<file path="src/rtl/div_pkg.sv">
// Shared constants and FSM state type for the 12-by-6 restoring divider.
package div_pkg;
  localparam int N_W_DEF = 12;
  localparam int D_W_DEF = 6;
  // Cycles from the accepting start edge to the cycle in which done is high.
  localparam int DIV_LAT = N_W_DEF + 1;

  typedef enum logic [1:0] {
    IDLE = 2'd0,
    CALC = 2'd1,
    DONE = 2'd2
  } state_t;
endpackage

</file>
<file path="src/rtl/div12by6_step.sv">
// One restoring shift-compare-subtract iteration (purely combinational).
module div12by6_step
  import div_pkg::*;
#(
  parameter int D_W = D_W_DEF
) (
  input  logic [D_W:0]   prem_i,     // partial remainder before this step
  input  logic           bit_i,      // next dividend bit, MSB first
  input  logic [D_W-1:0] divisor_i,
  output logic [D_W:0]   prem_o,     // partial remainder after this step
  output logic           qbit_o      // quotient bit produced by this step
);
  logic [D_W+1:0] shifted;

  assign shifted = {prem_i, bit_i};

  // Subtract when it does not go negative, otherwise keep the shifted value.
  always_comb begin
    qbit_o = (shifted >= {2'b00, divisor_i});
    prem_o = qbit_o ? (D_W+1)'(shifted - {2'b00, divisor_i}) : shifted[D_W:0];
  end
endmodule

</file>
<file path="src/rtl/div12by6.sv">
// Multi-cycle unsigned divider: one quotient bit per clock, FSM IDLE/CALC/DONE.
module div12by6
  import div_pkg::*;
#(
  parameter int N_W = N_W_DEF,
  parameter int D_W = D_W_DEF
) (
  input  logic           clk,
  input  logic           rst_n,
  input  logic           start,
  input  logic [N_W-1:0] dividend,
  input  logic [D_W-1:0] divisor,
  output logic           busy,
  output logic           done,
  output logic [N_W-1:0] quot,
  output logic [D_W-1:0] rem,
  output logic           dbz
);
  localparam int CNT_W = (N_W > 1) ? $clog2(N_W) : 1;
  localparam logic [CNT_W-1:0] LAST = CNT_W'(N_W - 1);

  state_t         state_q, state_d;
  logic [CNT_W-1:0] cnt_q, cnt_d;
  logic [D_W:0]   prem_q, prem_d;
  // Holds the unconsumed dividend bits in the top, quotient bits shift in below.
  logic [N_W-1:0] shreg_q, shreg_d;
  logic [D_W-1:0] dvs_q, dvs_d;
  logic [N_W-1:0] quot_q, quot_d;
  logic [D_W-1:0] rem_q, rem_d;
  logic           dbz_q, dbz_d;

  logic [D_W:0]   step_prem;
  logic           step_q;

  div12by6_step #(.D_W(D_W)) u_step (
    .prem_i    (prem_q),
    .bit_i     (shreg_q[N_W-1]),
    .divisor_i (dvs_q),
    .prem_o    (step_prem),
    .qbit_o    (step_q)
  );

  // Next-state: accept in IDLE, iterate in CALC, publish results on entry to DONE.
  always_comb begin
    state_d = state_q;
    cnt_d   = cnt_q;
    prem_d  = prem_q;
    shreg_d = shreg_q;
    dvs_d   = dvs_q;
    quot_d  = quot_q;
    rem_d   = rem_q;
    dbz_d   = dbz_q;
    case (state_q)
      IDLE: begin
        if (start) begin
          if (divisor != '0) begin
            dvs_d   = divisor;
            shreg_d = dividend;
            prem_d  = '0;
            cnt_d   = '0;
            state_d = CALC;
          end else begin
            quot_d  = '1;
            rem_d   = '0;
            dbz_d   = 1'b1;
            state_d = DONE;
          end
        end
      end
      CALC: begin
        prem_d  = step_prem;
        shreg_d = {shreg_q[N_W-2:0], step_q};
        cnt_d   = cnt_q + 1'b1;
        if (cnt_q == LAST) begin
          quot_d  = shreg_d;
          rem_d   = step_prem[D_W-1:0];
          dbz_d   = 1'b0;
          state_d = DONE;
        end
      end
      DONE:    state_d = IDLE;
      default: state_d = IDLE;
    endcase
  end

  // State and datapath registers; reset aborts any operation in flight.
  always_ff @(posedge clk or negedge rst_n) begin
    if (!rst_n) begin
      state_q <= IDLE;
      cnt_q   <= '0;
      prem_q  <= '0;
      shreg_q <= '0;
      dvs_q   <= '0;
      quot_q  <= '0;
      rem_q   <= '0;
      dbz_q   <= 1'b0;
    end else begin
      state_q <= state_d;
      cnt_q   <= cnt_d;
      prem_q  <= prem_d;
      shreg_q <= shreg_d;
      dvs_q   <= dvs_d;
      quot_q  <= quot_d;
      rem_q   <= rem_d;
      dbz_q   <= dbz_d;
    end
  end

  assign busy = (state_q != IDLE);
  assign done = (state_q == DONE);
  assign quot = quot_q;
  assign rem  = rem_q;
  assign dbz  = dbz_q;
endmodule

</file>
<file path="config.mk">
export PLATFORM = sky130hd
export DESIGN_NAME = div12by6
export DESIGN_NICKNAME = d
export VERILOG_FILES = /design/src/rtl/div_pkg.sv /design/src/rtl/div12by6_step.sv /design/src/rtl/div12by6.sv
export SDC_FILE = /design/constraint.sdc
export NUM_CORES = 1
export LEC_CHECK = 0
export CAP_MARGIN = 25
export CORE_ASPECT_RATIO = 2
export CORE_UTILIZATION = 52
export DETAILED_ROUTE_END_ITERATION = 16
export MAX_ROUTING_LAYER = met4
export PLACE_DENSITY = 0.87
export SETUP_SLACK_MARGIN = 0.5
export SLEW_MARGIN = 20
export SYNTH_ARGS = -nofsm -noshare
export SYNTH_HDL_FRONTEND = slang
export SYNTH_SLANG_ARGS = --single-unit
</file>
<file path="constraint.sdc">
create_clock -name clk -period 2.45 [get_ports clk]
set_input_delay 0.49 -clock clk [delete_from_list [all_inputs] [get_ports clk]]
set_output_delay 0.49 -clock clk [all_outputs]
set_load 0.02 [all_outputs]
</file>
# Yosys cells after proc, flatten, opt, wreduce, memory -nomap -nowiden
# Cells that the tools add are included.
# totals
in_bits	21
reg_bits	50
elab_cells	52
# classes
n_lt_le_gt_ge	1
eq_ne	7
muxes	26
reduce_logical	8
addsub	2
# ops
cell	count
12-bit 2-to-1 mux	5
12-bit one-hot mux with 2 select lines	2
7-bit 2-to-1 mux	3
6-bit 2-to-1 mux	3
7-bit one-hot mux with 2 select lines	1
6-bit one-hot mux with 2 select lines	1
8-bit by 6-bit greater-or-equal comparator with 1-bit output	1
4-bit 2-to-1 mux	2
2-bit != test, second input constant	4
4-bit one-hot mux with 2 select lines	1
7-bit by 6-bit subtractor with 7-bit output	1
2-bit 2-to-1 mux	3
3-bit AND reduction	2
6-bit nonzero test	1
4-bit by 1-bit adder with 4-bit output, second input constant	1
4-bit == test, second input constant	1
2-bit one-hot mux with 2 select lines	1
4-bit AND reduction	1
2-bit nonzero test	2
1-bit 2-to-1 mux	3
2-bit by 1-bit == test with 1-bit output, second input constant	1
2-bit == test, second input constant	1
2-bit zero test	1
1-bit one-hot mux with 2 select lines	1
2-bit AND reduction	1

# Depth between registers and ports, before layout
# Gate-level depths: netlist (run 1).
# depth
word_depth	4
mapped_depth	9
mapped_depth_nobuf	9

# Cells and area by module
# From an unflattened synthesis (run 1), not the netlist that was laid out.
# hier_totals
cells_unflattened	223
area_unflattened_um2	2672.6
# modules_own_cells
module	cells_each	area_per_inst_um2	n_inst	seq_area_each_um2
div12by6	174	2285.9	1	1251.2
div12by6_step	49	386.6	1	0.0

# Worst setup path after synthesis (run 1)
# No wires, ideal clock.
# synth_path
path_type	register to register
from	reg shreg_q[11]
to	reg prem_q[5]
path_buffers	0
arrival_time_ps	2113
setup_time_ps	126
stages_incl_launch_ff	10
t_required_ps	2324
slack_ps	211
cell_sequence	dfrtp_1 > inv_1 > ha_1 > inv_1 > fa_1 > a21oi_1 > o22ai_1 > o31ai_2 > a21oi_1 > a221o_1
# synth_between
elab_chain_cells	3
word_cells_on_any_way	4
# synth_lines
element	line	text
start, declared	div12by6.sv:26	logic [N_W-1:0] shreg_q, shreg_d;
start signal, assigned	div12by6.sv:101	shreg_q <= shreg_d;
7-bit by 6-bit subtractor with 7-bit output / 8-bit by 6-bit greater-or-equal comparator with 1-bit output (equally long branches)	div12by6_step.sv:20, div12by6_step.sv:19	
7-bit 2-to-1 mux *	div12by6_step.sv:20	prem_o = qbit_o ? (D_W+1)'(shifted - {2'b00, divisor_i}) : shifted[D_W:0];
7-bit one-hot mux with 2 select lines *	div12by6.sv:53	case (state_q)
end signal, assigned	div12by6.sv:100	prem_q <= prem_d;
end, declared	div12by6.sv:24	logic [D_W:0] prem_q, prem_d;
# Every way passes the cells marked *; elsewhere a longest branch is shown, timed or not.
# A chain may end at the register's enable or synchronous reset.

# Worst setup path after layout (run 1)
# Same ends and word-level chain as after synthesis.

==> out/qor.csv, run 1 <==
stage,metric,value,unit
timing,clock.fmax,0.4476,GHz
outcome,status,finished clean,
floorplanning,io_pins,42,
grt,grt.total_usage,27.68,%
floorplanning,dieArea,5017,sq um
timing,worst_pin_slew,0.5298,ns
worst_setup_path,cp_cell_sequence,inv_1 -> ha_2 -> inv_2 -> fa_2 -> a21oi_4 -> o22ai_4 -> o31ai_4 -> buf_6 -> a21oi_4 -> a221o_1,
min_path,min_path_type,input port to asynchronous set/reset pin,
power_and_ir_drop,p_comb_share,62.2,%
route,vias,2066,
finish,nNetsFinal,339,
route,drt_wl_total,6336,microns
worst_setup_path,start_kind,flip-flop,
placement,hpwl,4398,microns
floorplanning,core-area,4554,sq um
finish,fill_cells,320,
job,maxCapViolCount,0,
yosys,synth_top_cell_by_area,dfrtp_1,
cts,cts_tree,built,
floorplanning,die_y,99.17,microns
worst_setup_path,crit_fanout,4,
yosys,netlist_instances,247,
grt,grt-ovfl-total,0,
finish,n_antenna_cell,0,
worst_setup_path,cpMostUsedCell,a21oi_4,
worst_setup_path,cp_slowest_stage_delay,0.40,ns
timing,rsz0062_at_grt,true,
yosys,synth_seq_area_share,50.97,%
power_and_ir_drop,irDropWorstVdd,1.310,mV
cts,postCtsHoldBufs,0,
route,drt_pass1_iterations,4,
yosys,netlist-cell-type-count,47,
grt,grt_pass1_wl,9949,microns
yosys,synth_top_flop_cell,dfrtp_1,
route,route.detailed.drc,0,
worst_setup_path,slowest_stage,dfrtp_1,
worst_setup_path,arrival,2.44,ns
timing,finalClockSkew,0.007616,ns
power_and_ir_drop,leakagePower,0.001466,uW
placement,gp_congestion,0.8509,
timing,setup_viol,0,
timing,drv_slew,0,
finish,post-route-util,73.60,%
finish,areaGrowthSynthToFinish,36.54,%
power_and_ir_drop,clkPwrFrac,10.7,%
worst_setup_path,crit_path_end_kind,flip-flop,
yosys,synthArstFlopShare,100.0,%
grt,antenna_found_initial,0,
cts,numClockSinks,50,
yosys,syn_area,2455,sq um
route,via_per_inst,5.645,
yosys,ys_top_cells_by_area,"dfrtp_1, nor2_1, a21oi_1, nand2_1, ha_1",
timing,finalCritPeriodShare,91.18,%
floorplanning,fp-row-count,35,
finish,drive_above_1_share,23.47,%
grt,grt_pass1_vias,2164,
worst_setup_path,worstPathRequired,2.66,ns
power_and_ir_drop,p_int,3243,uW
timing,layout_min_cycle_time,2.234,ns
worst_setup_path,crit_family,compound AO/OA/AOI/OAI gates,
timing,finalSetupTns,0,ns
power_and_ir_drop,pwr_density_cell,1677,nW/um^2
cts,clockBufferDepth,2,
cts,insertion_delay,0.32,ns
finish,seqCellArea,1254,sq um
floorplanning,start_util,53.90,%
timing,hold_violations,0,
route,wl_per_cell,17.31,microns
grt,grt_start_max_net_pins,25,
yosys,synth.ff_latch_count,50,
floorplanning,die_w,50.59,microns
yosys,synth-edff-count,0,
finish,multi_input_area,1244,sq um
finish,final_area,3352,sq um
cts,root_buffer,clkbuf_8,
power_and_ir_drop,seqPwrFrac,27.1,%
yosys,syn_area_per_cell,9.939,sq um
worst_setup_path,critical_path_class,flip-flop to flip-flop,
worst_setup_path,path_buf_inv,3,
placement,io_buffers,41,
yosys,synth_top_area_share,50.97,%
route,drt_iter0_drc,68,
power_and_ir_drop,p_sw_share,42.32,%
yosys,synth_fp_nets,276,
power_and_ir_drop,power,5621,uW
cts,htreeDepth,2,
route,drtAntennaViolNets,0,
timing,relSlewSlack,64.60,%
cts,numCtsBuffers,5,
cts,clkTransAtPathRegs,0.10,ns
yosys,yosysWarnings,0,
power_and_ir_drop,p_sw,2379,uW
placement,placed_cell_area,3027,sq um
[layer usage]
layer	routed length (microns)	part of all wire (%)	track usage, %	up-vias
li1	-	-	-	969
met1	2340	37	27.41	1017
met2	3547	56	50.67	64
met3	207	3.3	4.740	16
met4	241	3.8	12.39	0
met5	0	0	-	-
[per-stage QoR]
step,hold WS [ns],instances,worst slack [ns]
finish,0.02630,366,0.2161
global route,0.03094,366,0.1829
CTS,0.02615,363,0.2719
detailed placement,0.3687,345,-0.02217
global placement,0.3646,345,0.03362
floorplan,0.1944,247,0.4015
[what timing repair did]
| item | CTS | global route |
|---|---|---|
| pin swaps | 8 | 10 |
| resized for setup | 18 | 16 |
| setup buffers | 10 | 3 |
| endpoints found under the hold margin | 0 | 0 |
| setup endpoints to repair | 50 | 36 |
[flip-flops by register name, summed over array words and instances (netlist names)]
| name | flops |
|---|---|
| quot | 12 |
| shreg_q | 12 |
| prem_q | 7 |
| dvs_q | 6 |
| rem | 6 |
| cnt_q | 4 |
| state_q | 2 |
| dbz | 1 |
[worst register-to-register path, cell delays in order (launching register included)]
cell and delay, ns:
dfrtp_1 0.40, inv_1 0.09, ha_2 0.21, inv_2 0.04
fa_2 0.38, a21oi_4 0.18, o22ai_4 0.11, o31ai_4 0.24
buf_6 0.17, a21oi_4 0.04, a221o_1 0.26
[final cells by class]
class	instances	share of cell area, %
Sequential cell	50	37.40
Timing Repair Buffer	67	18.74
Clock buffer	5	2.053
Inverter	12	1.344
Tap cell	55	2.053
Clock inverter	3	1.306
Multi-Input combinational cell	174	37.10
[layout by cell type (no fill, tap or decap), types with 4 or more instances in the layout]
cell type	n
dfrtp_1	48
ha_1	6
buf_4	21
nand2_1	24
clkdlybuf4s50_1	34
xnor2_1	4
mux2_4	6
inv_1	11
nor2b_1	4
a2bb2oi_2	4
clkbuf_8	5
a31oi_1	6
a21oi_1	20
nor3_2	6
nor2_1	49
[power by group through the flow]
stage | clock, uW | sequential, uW | combinational (uW)
after floorplan | 0 | 1610 | 1880
after global placement | 0 | 1510 | 2710
after detailed placement | 0 | 1530 | 2810
after CTS | 606 | 1510 | 3150
after global routing | 637 | 1560 | 3750
final | 600 | 1530 | 3500
[synthesized netlist by cell type, types with 2 or more instances]
library cell	n
mux2_2	5
o21a_1	2
buf_4	3
inv_1	12
nor2b_1	4
a2bb2oi_1	5
nand3_1	3
a31oi_1	7
a21oi_1	23
nor3_2	6
nand2b_1	2
clkbuf_1	3
o41ai_1	2
o211ai_1	2
ha_1	7
nor2_1	49
o21ai_0	4
nand2_1	24
buf_2	3
xnor2_1	4
nor3_1	2
dfrtp_1	50
[cells by family (layout without fill, tap and decap cells)]
family	after synthesis	in the layout	synth area share, %
XOR/XNOR	4	4	1.427
flip-flops	50	50	50.97
AND/OR/NAND/NOR	97	97	18.60
multiplexers	7	7	3.313
buffers and inverters	23	87	5.096
AO/OA/AOI/OAI	58	58	16.21
adder cells (fa/ha/maj)	8	8	4.383
[final timing paths]
kind                                          from                     end  slack (ns)  cells past startpoint
setup / recovery           shreg_q[11]$_DFFE_PN0P_   prem_q[5]$_DFFE_PN0P_        0.22                     10
hold / removal                               rst_n         dbz$_DFFE_PN0P_        0.03                      1
setup reg to reg           shreg_q[11]$_DFFE_PN0P_   prem_q[5]$_DFFE_PN0P_        0.22                     10
hold reg to reg               dvs_q[2]$_DFFE_PN0P_    dvs_q[2]$_DFFE_PN0P_        0.52                      1
max in group asynchronous                    rst_n  state_q[0]$_DFFE_PN0P_        1.81                      2
min in group clk              dvs_q[2]$_DFFE_PN0P_    dvs_q[2]$_DFFE_PN0P_        0.52                      1
Power figures use the tool's default switching activity.
==> run 2, diff against run 1 <==
--- a/config.mk
+++ b/config.mk
@@ -5,9 +5,9 @@
 export SDC_FILE = /design/constraint.sdc
 export NUM_CORES = 1
 export LEC_CHECK = 0
-export CAP_MARGIN = 25
+export ABC_AREA = 1
 export CORE_ASPECT_RATIO = 2
-export CORE_UTILIZATION = 52
+export CORE_UTILIZATION = 53
 export DETAILED_ROUTE_END_ITERATION = 16
 export MAX_ROUTING_LAYER = met4
 export PLACE_DENSITY = 0.87
==> run 2 against run 1 <==
  * Wire length is 11% lower
  * Global-route usage is 2.1 points lower
  * Worst setup slack better by 0.29 ns
  * Cell count is 14% higher
  * Sequential share of layout area is 1.6 points higher
  * Sequential power is 7% lower
  * Combinational power is 15% lower
==> out/qor.csv, run 2 <==
stage,metric,value,unit,change
outcome,status,finished clean,,unchanged
finish,multi_input_area,1137,sq um,was 1244 sq um
route,drt_iter0_drc,41,,was 68
yosys,synth_top_flop_cell,dfrtp_1,,unchanged
worst_setup_path,setup.worst_path.start,shreg_q[11]$_DFFE_PN0P_,,unchanged
min_path,min_path_type,input port to asynchronous set/reset pin,,unchanged
power_and_ir_drop,irDropWorstVdd,0.9818,mV,was 1.310 mV
placement,gp_congestion,0.9375,,was 0.8509
route,wl_per_cell,13.54,microns,was 17.31 microns
floorplanning,io_pins,42,,unchanged
worst_setup_path,arrival,2.20,ns,was 2.44 ns
finish,areaGrowthSynthToFinish,25.05,%,was 36.54%
yosys,synth-edff-count,0,,unchanged
worst_setup_path,r2r_slack,0.50,ns,was 0.22 ns
timing,finalSetupTns,0,ns,unchanged
timing,layout_min_cycle_time,1.946,ns,was 2.234 ns
timing,hold_ws,0.2700,ns,was 0.02630 ns
route,route.detailed.drc,0,,unchanged
worst_setup_path,crit_path_end_kind,flip-flop,,unchanged
placement,hpwl,4138,microns,was 4398 microns
yosys,synth_seq_area_share,48.83,%,was 50.97%
route,via_per_inst,5.220,,was 5.645
finish,final_cell_mix,"nand2_1, dfrtp_1, clkdlybuf4s50_1",,"was nor2_1, dfrtp_1, clkdlybuf4s50_1"
floorplanning,start_util,55.20,%,was 53.90%
floorplanning,dieArea,5134,sq um,was 5017 sq um
route,drt_wl_total,5660,microns,was 6336 microns
timing,drv_slew,0,,unchanged
route,drtAntennaViolNets,0,,unchanged
cts,cts_tree,built,,unchanged
power_and_ir_drop,pwr_density_cell,1519,nW/um^2,was 1677 nW/um^2
yosys,synth_fp_nets,343,,was 276
floorplanning,fp-row-count,35,,unchanged
cts,htreeDepth,2,,unchanged
yosys,syn_area,2562,sq um,was 2455 sq um
yosys,synthArstFlopShare,100.0,%,unchanged
finish,nNetsFinal,391,,was 339
cts,numCtsBuffers,5,,unchanged
yosys,synth_top_area_share,48.83,%,was 50.97%
grt,grt_pass1_wl,9411,microns,was 9949 microns
cts,root_buffer,clkbuf_8,,unchanged
placement,placed_cell_area,2988,sq um,was 3027 sq um
yosys,yosysWarnings,0,,unchanged
worst_setup_path,start_kind,flip-flop,,unchanged
finish,drive_above_1_share,13.22,%,was 23.47%
worst_setup_path,worstPathRequired,2.70,ns,was 2.66 ns
timing,rsz0062_at_grt,true,,unchanged
timing,relSlewSlack,59.79,%,was 64.60%
yosys,synth_top_cell_by_area,dfrtp_1,,unchanged
worst_setup_path,r2r-start,shreg_q[11]$_DFFE_PN0P_,,unchanged
yosys,ys_top_cells_by_area,"dfrtp_1, nand2_1, inv_1, o211ai_1, o21ai_0",,"was dfrtp_1, nor2_1, a21oi_1, nand2_1, ha_1"
yosys,synth.ff_latch_count,50,,unchanged
grt,grt_pass1_vias,2123,,was 2164
route,vias,2182,,was 2066
yosys,synth_common_cells,"nand2_1, dfrtp_1, inv_1",,"was dfrtp_1, nor2_1, nand2_1"
yosys,syn_area_per_cell,8.161,sq um,was 9.939 sq um
finish,fill_cells,379,,was 320
job,maxCapViolCount,0,,unchanged
floorplanning,die_y,100.3,microns,was 99.17 microns
grt,grt-ovfl-total,0,,unchanged
finish,layout_commonest_cell,nand2_1,,was nor2_1
yosys,netlist-cell-type-count,31,,was 47
timing,finalClockSkew,0.01045,ns,was 0.007616 ns
cts,insertion_delay,0.30,ns,was 0.32 ns
yosys,netlist_instances,314,,was 247
timing,hold_violations,0,,unchanged
floorplanning,core-area,4642,sq um,was 4554 sq um
floorplanning,die_w,51.17,microns,was 50.59 microns
grt,grt.total_usage,25.53,%,was 27.68%
route,drt_pass1_iterations,4,,unchanged
grt,antenna_found_initial,0,,unchanged
worst_setup_path,r2r_cells,13,,was 10
cts,numClockSinks,50,,unchanged
finish,final_area,3204,sq um,was 3352 sq um
placement,io_buffers,41,,unchanged
worst_setup_path,rr_endpoint,rem[2]$_DFFE_PN0P_,,was prem_q[5]$_DFFE_PN0P_
worst_setup_path,crit_fanout,6,,was 4
cts,clkTransAtPathRegs,0.09,ns,was 0.10 ns
timing,finalCritPeriodShare,79.43,%,was 91.18%
yosys,yosysMostFrequentCell,nand2_1,,was dfrtp_1
finish,seqCellArea,1251,sq um,was 1254 sq um
worst_setup_path,critical_path_class,flip-flop to flip-flop,,unchanged
timing,clock.fmax,0.5138,GHz,was 0.4476 GHz
finish,n_antenna_cell,0,,unchanged
timing,worst_pin_slew,0.6032,ns,was 0.5298 ns
cts,clockBufferDepth,2,,unchanged
power_and_ir_drop,leakagePower,0.001627,uW,was 0.001466 uW
timing,setup_viol,0,,unchanged
grt,grt_start_max_net_pins,51,,was 25
[run 2: changes by cell type after synthesis, moves of 5 or more]
cell,previous run,this run
nor3_2,6,0
a21oi_1,23,7
a2bb2oi_1,5,0
o21ai_0,4,19
mux2_2,5,0
nand2_1,24,114
inv_1,12,39
o211ai_1,2,13
nand3_1,3,10
nor2_1,49,15
a31oi_1,7,0
[run 2: worst max-delay path by stage]
stage / end / slack [ns] / cells past startpoint
after detailed placement: quot[11]$_DFFE_PN0P_ / 0.30 / 9
final: rem[2]$_DFFE_PN0P_ / 0.50 / 13
after CTS: rem[2]$_DFFE_PN0P_ / 0.47 / 13
after global placement: rem[3]$_DFFE_PN0P_ / 0.34 / 11
after floorplan: rem[2]$_DFFE_PN0P_ / 0.69 / 13
after global routing: rem[2]$_DFFE_PN0P_ / 0.43 / 13
[run 2: repair_timing]
item                                    CTS  global route
resized for setup                         7            18
endpoints found under the setup margin   11            29
hold buffers                              0             0
setup buffers                             1             6
pin swaps                                 1            10
[run 2: kinds of logic (layout without fill, tap and decap cells)]
family / count (synthesis) / after routing / synth area share (%)
buffers and inverters: 55 / 104 / 9.473
adders and majority gates: 8 / 8 / 4.199
xor gates and xnor gates: 4 / 4 / 1.367
and+or+nand+nor: 153 / 153 / 26.07
DFF: 50 / 50 / 48.83
AOI/OAI and AO/OA: 44 / 44 / 10.06
[run 2: power by group]
part,internal [uW],switching [uW]
sequential,1230,206
clock,201,271
combinational,1150,1810
[run 2: per-stage QoR]
step	utilization, %	instances	total power, uW	setup slack (ns)
after floorplan	-	314	3348	0.6918
after global placement	64.37	403	4038	0.3449
after detailed placement	64.37	403	4099	0.2964
after CTS	66.77	412	4632	0.4691
after global routing	69.03	418	5301	0.4275
final	69.03	418	4868	0.5038
[run 2: cell type report]
type / count / share of cell area, %
clock buffer: 5 / 2.148
clock inverter: 3 / 0.6638
inverter: 45 / 5.428
multi-input combinational: 209 / 35.49
sequential: 50 / 39.05
tap: 55 / 2.148
timing repair buffer: 51 / 15.07
[run 2: worst max-delay path, stage by stage (launching register included)]
cell and delay [ns]:
dfrtp_1 0.38, inv_2 0.09, ha_4 0.16, inv_4 0.04, fa_2 0.38, nand2_2 0.09
nand2_4 0.06, nand4_4 0.11, nand2_4 0.10, nor2_4 0.19, nand2_2 0.09, nand2_2 0.08
nand2_2 0.06, nand2_1 0.08
[run 2: metal layers]
| metal | global-route usage [%] | share of wire [%] | wire length, microns |
|---|---|---|---|
| met3 | 2.879 | 1.9 | 105 |
| met5 | - | 0 | 0 |
| met1 | 26.06 | 37 | 2122 |
| met2 | 43.12 | 55 | 3118 |
| met4 | 19.23 | 5.5 | 312 |
